## src/rtl/tvip_apb_reg_slave.sv

```systemverilog
// APB register-bank completer with configurable width, depth and wait states.
// Errors on misaligned or out-of-range addresses; saturating error counter.
module tvip_apb_reg_slave #(
  parameter int                    ADDR_WIDTH  = 8,
  parameter int                    DATA_WIDTH  = 16,
  parameter int                    NUM_REGS    = 8,
  parameter int                    WAIT_STATES = 0,
  parameter logic [DATA_WIDTH-1:0] RESET_VALUE = '0
) (
  input  logic                           aclk,
  input  logic                           areset,
  input  logic                           apb_sel,
  input  logic                           apb_enable,
  input  logic [ADDR_WIDTH-1:0]          apb_addr,
  input  logic                           apb_write,
  input  logic [DATA_WIDTH-1:0]          apb_wdata,
  output logic                           apb_ready,
  output logic [DATA_WIDTH-1:0]          apb_rdata,
  output logic                           apb_slverr,
  output logic [NUM_REGS*DATA_WIDTH-1:0] reg_q,
  output logic [NUM_REGS-1:0]            reg_wr_pulse,
  output logic [7:0]                     err_count
);

  localparam int ADDR_LSB = $clog2(DATA_WIDTH / 8);
  localparam int IDX_W    = ADDR_WIDTH - ADDR_LSB;
  localparam logic [ADDR_WIDTH-1:0] LSB_MASK =
    ADDR_WIDTH'((1 << ADDR_LSB) - 1);

  typedef enum logic {IDLE, ACCESS} state_e;

  state_e                state_q, state_d;
  logic [3:0]            cnt_q, cnt_d;
  logic [DATA_WIDTH-1:0] regs_q [NUM_REGS];
  logic [DATA_WIDTH-1:0] regs_d [NUM_REGS];
  logic [NUM_REGS-1:0]   pulse_q, pulse_d;
  logic [7:0]            errc_q, errc_d;

  logic [IDX_W-1:0] idx;
  logic [31:0]      idx_ext;
  logic             misaligned;
  logic             out_of_range;
  logic             addr_err;
  logic             done;

  // Address decode into register index and error flag
  always_comb begin
    idx          = apb_addr[ADDR_WIDTH-1:ADDR_LSB];
    idx_ext      = 32'(idx);
    misaligned   = |(apb_addr & LSB_MASK);
    out_of_range = idx_ext >= 32'(NUM_REGS);
    addr_err     = misaligned | out_of_range;
  end

  // State and wait-counter registers
  always_ff @(posedge aclk or posedge areset) begin
    if (areset) begin
      state_q <= IDLE;
      cnt_q   <= '0;
    end else begin
      state_q <= state_d;
      cnt_q   <= cnt_d;
    end
  end

  // Next state: enter access on select, count down, leave on completion
  always_comb begin
    state_d = state_q;
    cnt_d   = cnt_q;
    unique case (state_q)
      IDLE: begin
        if (apb_sel) begin
          state_d = ACCESS;
          cnt_d   = 4'(WAIT_STATES);
        end
      end
      ACCESS: begin
        if (!apb_sel) begin
          state_d = IDLE;
          cnt_d   = '0;
        end else if (apb_enable) begin
          if (cnt_q != '0) cnt_d = cnt_q - 4'd1;
          else state_d = IDLE;
        end
      end
      default: state_d = IDLE;
    endcase
  end

  // Bus response: ready, error and read data only in completion
  always_comb begin
    apb_ready  = (state_q == ACCESS) && (cnt_q == '0) && apb_enable;
    done       = apb_ready && apb_sel;
    apb_slverr = done && addr_err;
    apb_rdata  = '0;
    if (done && !apb_write && !addr_err) begin
      for (int i = 0; i < NUM_REGS; i++) begin
        if (idx_ext == 32'(i)) apb_rdata = regs_q[i];
      end
    end
  end

  // Register update, write pulse and saturating error count
  always_comb begin
    regs_d  = regs_q;
    pulse_d = '0;
    errc_d  = errc_q;
    if (done && apb_write && !addr_err) begin
      for (int i = 0; i < NUM_REGS; i++) begin
        if (idx_ext == 32'(i)) begin
          regs_d[i]  = apb_wdata;
          pulse_d[i] = 1'b1;
        end
      end
    end
    if (apb_slverr && errc_q != 8'hFF) errc_d = errc_q + 8'd1;
  end

  // Register bank, pulse and counter flops
  always_ff @(posedge aclk or posedge areset) begin
    if (areset) begin
      for (int i = 0; i < NUM_REGS; i++) regs_q[i] <= RESET_VALUE;
      pulse_q <= '0;
      errc_q  <= '0;
    end else begin
      regs_q  <= regs_d;
      pulse_q <= pulse_d;
      errc_q  <= errc_d;
    end
  end

  // Flatten the bank onto the export bus
  always_comb begin
    reg_q = '0;
    for (int i = 0; i < NUM_REGS; i++) begin
      reg_q[i*DATA_WIDTH +: DATA_WIDTH] = regs_q[i];
    end
  end

  assign reg_wr_pulse = pulse_q;
  assign err_count    = errc_q;

endmodule
```

## config.mk

```make
export PLATFORM = sky130hd
export DESIGN_NAME = tvip_apb_reg_slave
export DESIGN_NICKNAME = d
export VERILOG_FILES = /design/src/rtl/tvip_apb_reg_slave.sv
export SDC_FILE = /design/constraint.sdc
export NUM_CORES = 1
export LEC_CHECK = 0
export BUFFER_PORTS_ARGS = -buffer_cell sky130_fd_sc_hd__buf_4
export CORE_MARGIN = 2
export CORE_UTILIZATION = 47
export CTS_CLUSTER_DIAMETER = 80
export DETAILED_ROUTE_END_ITERATION = 10
export GPL_TIMING_DRIVEN = 0
export PLACE_DENSITY = 0.76
export SLEW_MARGIN = 30
export SYNTH_ARGS = -nofsm -noshare
export SYNTH_HDL_FRONTEND = slang
export SYNTH_SLANG_ARGS = --single-unit
```

## constraint.sdc

```tcl
create_clock -name aclk -period 4.4 [get_ports aclk]
set_clock_uncertainty 0.15 [all_clocks]
set_input_delay 0.22 -clock aclk [delete_from_list [all_inputs] [get_ports aclk]]
set_output_delay 0.22 -clock aclk [all_outputs]
set_load 0.1 [all_outputs]
```

---- Word level (Yosys, flattened, before mapping) ----
Index checks and enable logic that the tools add are counted.
operators by class
  add/subtract/negate cells ............... 2
  order comparisons ....................... 1
  equality and inequality tests ........... 11
  mux-type cells .......................... 28
  bitwise operators ....................... 2
  reduce and logical (&&, ||, !) cells .... 23
operator list
  kind                                                                     count
  16-bit 2-to-1 mux                                                        9
  32-bit zero test                                                         1
  7-bit by 3-bit == test with 1-bit output, second input constant          4
  4-bit 2-to-1 mux                                                         4
  2-bit AND reduction                                                      8
  7-bit by 2-bit == test with 1-bit output, second input constant          2
  1-bit 2-to-1 mux                                                         12
  1-bit logical AND                                                        9
  8-bit by 1-bit adder with 8-bit output, second input constant            1
  8-bit 2-to-1 mux                                                         1
  8-bit inequality test, second input constant                             1
  4-bit case mux with 2 select lines                                       1
  7-bit by 1-bit == test with 1-bit output, second input constant          1
  7-bit by 4-bit >= comparator with 1-bit output, second input constant    1
  4-bit zero test                                                          1
  4-bit nonzero test                                                       1
  4-bit by 1-bit subtractor with 4-bit output, second input constant       1
  3-bit by 2-bit inequality test with 1-bit output, second input constant  1
  3-bit inequality test, second input constant                             1
  3-bit AND reduction                                                      1
  1-bit zero test                                                          2
  2-bit inequality test, second input constant                             1
  1-bit case mux with 2 select lines                                       1
  1-bit inverter                                                           1
  1-bit OR                                                                 1
storage, ports and cells
  flip-flop bits (word level) ............. 149
  bits of input ports ..................... 29
  output and inout bits ................... 162
  logic and storage cells ................. 79

---- Longest topological paths before layout ----
  depth after elaboration ................. 10
  gate-level depth with buffers ........... 8

---- Least setup slack after synthesis ----
Ideal clock, no wire load.
  path type ............................... register -> output
  from .................................... register cnt_q[0]
  to ...................................... output port apb_rdata[14]
  arrival time ............................ 3.714 ns
  required time ........................... 4.030 ns
  path slack .............................. 0.316 ns
  cell stages (with the launch flop) ...... 8
  cells stage by stage .................... dfrtp_1 > inv_1 > ha_1 > nand4_1 > nor4_1 > nand2b_1 > clkbuf_1 > a221oi_1
between the ends
  word-level cells in the longest chain between the ends .. 7
RTL lines
  item                            line  RTL
  from (decl)                     33    logic [3:0] cnt_q, cnt_d;
  from (signal assigned)          62    cnt_q <= cnt_d;
  4-bit zero test                 92    apb_ready = (state_q == ACCESS) && (cnt_q == '0) && apb_enable;
  1-bit logical AND (2 in a row)  92
  1-bit logical AND               93    done = apb_ready && apb_sel;
  1-bit logical AND (2 in a row)  96    if (done && !apb_write && !addr_err) begin
  16-bit 2-to-1 mux               96
  to (decl)                       18    output logic [DATA_WIDTH-1:0] apb_rdata,
Every way passes these cells.

---- Worst setup path in the final report ----
  from .................................... register cnt_q[0]
  to ...................................... output port apb_rdata[4]
The elaborated chain is that of the path after synthesis.

==> out/metrics.cfg <==
[floorplan]
die_w_um = 124.6
initial_core_util = 0.4755
io_pins = 191
num_rows = 44
core_mm2 = 0.01437
fp.dieH_um = 124.6
die_area_mm2 = 0.01552

[logic_synthesis]
seq_area_frac_synth = 0.5457
netlist_top_cells_area = dfrtp_1, mux2_2, mux4_2
yosysWarnings = 0
synth_top_area_frac = 0.5457
synthXorXnorAreaFrac = 0.006409
ys_dominant_reg_cell = dfrtp_1
muxShareOfSynthArea = 0.3364
synth_top_family_by_area = multiplexers
synth_top_area_cell = dfrtp_1
yosysUniqueCellTypes = 41
yosys.area_share.simple = 0.06482
synth_compound_area_frac = 0.01923
synth-adder-area-share = 0.003662
synth_edf_count = 0
synth_area_mm2 = 0.006833
async_flop_share = 1.000
ys_seq_elements = 149
postSynthNetCount = 491
synthCells = 460
avgSynthCellArea_um2 = 14.85

[grt]
track_usage = 0.2491
grt_max_degree = 79
grt_pass1_wl_um = 29430
grt_pass1_vias = 5225
grt_overflow = 0
antenna_found_initial = 0

[setup_path]
arrival_ps = 3220
cp-start-kind = register
criticalPathCategory = register to primary output
worstPathRequired_ps = 4030
critPathMaxFanout = 10
ff2ff_path_depth = 8
cp-end-kind = primary output

[timing]
hold_viol = 0
fin_ws_ps = 810.1
rsz0062_at_grt = no
fin_crit_sh = 0.8159
worst_pin_slew_ps = 967.1
max_freq_ghz = 0.2786
layout_min_cycle_time_ps = 3590
slew_headroom = 0.3553
holdWs_ps = 97.10
fin_tns_setup_ps = 0
setup_viol = 0
maxSlewViolCount = 0

[layout]
fin_util = 0.6477
final_cell_mix = buf_4, dfrtp_1, mux2_2, mux4_2, nor2_1
drive_gt1_frac = 0.5729
diodes = 0
finalInstanceArea_mm2 = 0.009306
area_delta_synth_final_pct = 36.20
layout_commonest_cell = buf_4
nets = 719

[clock_network]
cts.sinks = 149
cts_max_path_buffers = 2
cts_tree = built
post_cts_resize_count = 0
holdBufCountCts = 20
cts_buffers = 17
htreeDepth = 4
clk_pin_slew_ps = 60
clock_latency_ps = 420
cts_root_buf = clkbuf_16
post_cts_buffers = 0

[placed_design]
routabilityCongestion = 0.8081
port-buffer-count = 188
pre_cts_slack_ps = 1269
place_hpwl_um = 13130
dpl_cell_area_mm2 = 0.008512

[drt]
vias_per_cell = 5.654
drtAntennaViolNets = 0
dr.pass1.iters = 4
wl_um = 19140
drc = 0
drt-initial-drc-count = 319
wire_per_inst_um = 21.65
vias = 4998

[power]
ir_drop_v = 0.0002752
powerDensity_mw_per_mm2 = 359.6
p_leak_uw = 0.004809

[run]
max_cap_violations = 0

[min_path]
whs_path_depth = 4
hp-class = input port to register

[outcome]
run_status = completed

[metal layers]
metal  track usage  part of all wire
met5             0                 0
met4        0.1051             0.028
met3       0.05885             0.063
met2        0.4124              0.50
met1        0.3159              0.40
[worst paths after layout]
| kind | slack [ps] | to | from |
|---|---|---|---|
| worst max-delay path | 810 | apb_rdata[4] | cnt_q[0]$_DFFE_PP0P_ |
| worst min register to register | 360 | err_count[5]$_DFFE_PP0P_ | err_count[5]$_DFFE_PP0P_ |
| worst min-delay path | 100 | reg_wr_pulse[7]$_DFF_PP0_ | apb_addr[4] |
| min in group asynchronous | 220 | err_count[0]$_DFFE_PP0P_ | areset |
| max in group asynchronous | 3120 | reg_q[37]$_DFFE_PP0P_ | areset |
| worst max register to register | 1730 | reg_q[117]$_DFFE_PP0P_ | cnt_q[0]$_DFFE_PP0P_ |
[Yosys cell counts, drive strengths merged (2+ instances only)]
cell and instances:
a221oi 2, nand4 3, nor3 7, nand3 5, nor2b 4, clkbuf 8
nor4b 2, dfrtp 149, ha 2, nor2 27, xor2 5, o21ai 5
nor4 5, and3 2, nand2 13, buf 17, a21o 2, a21oi 5
inv 4, mux4 30, mux2i 17, mux2 129, a31oi 3, nand2b 3
[state kept, by name, summed over array words and instances, names as in the netlist]
signal and count:
cnt_q 4, err_count 8, reg_q 128, reg_wr_pulse 8, state_q 1
[logic make-up after synthesis]
family,count (synthesis)
simple gates,78
mux,176
buf+inv,29
fa+ha+maj,2
xor+xnor,5
compound gates,21
flops,149
[final cells by class]
cell class,count,area [um^2]
Sequential cell,149,3729
Tap cell,184,230.2
Inverter,4,22.52
Clock buffer,22,494.2
Multi-Input combinational cell,282,2942
Clock inverter,9,100.1
Buffer,25,150.1
Fill cell,1065,5062
Timing Repair Buffer,209,1639
[critical path, stage by stage, from the launching register on]
cell and delay, ps:
dfrtp_1 400, inv_1 70, ha_1 230, nand4_1 270, nor4_1 470, nand2b_1 110
clkbuf_1 260, clkbuf_1 400, nor2_1 260, buf_4 320
[power by group]
part           leakage (uW)  total, uW  internal [uW]  switching, uW
clock              0.000294       1450            901            552
combinational       0.00244        454            117            337
sequential          0.00207       1440           1400           39.8
[per-stage QoR]
step / total power (uW) / cells
final: 3346 / 884
after global routing: 3448 / 884
after CTS: 3363 / 884
after detailed placement: 1905 / 833
after global placement: 1887 / 832
after floorplan: 1773 / 460
No activity file was read; power rests on OpenSTA's default activity.
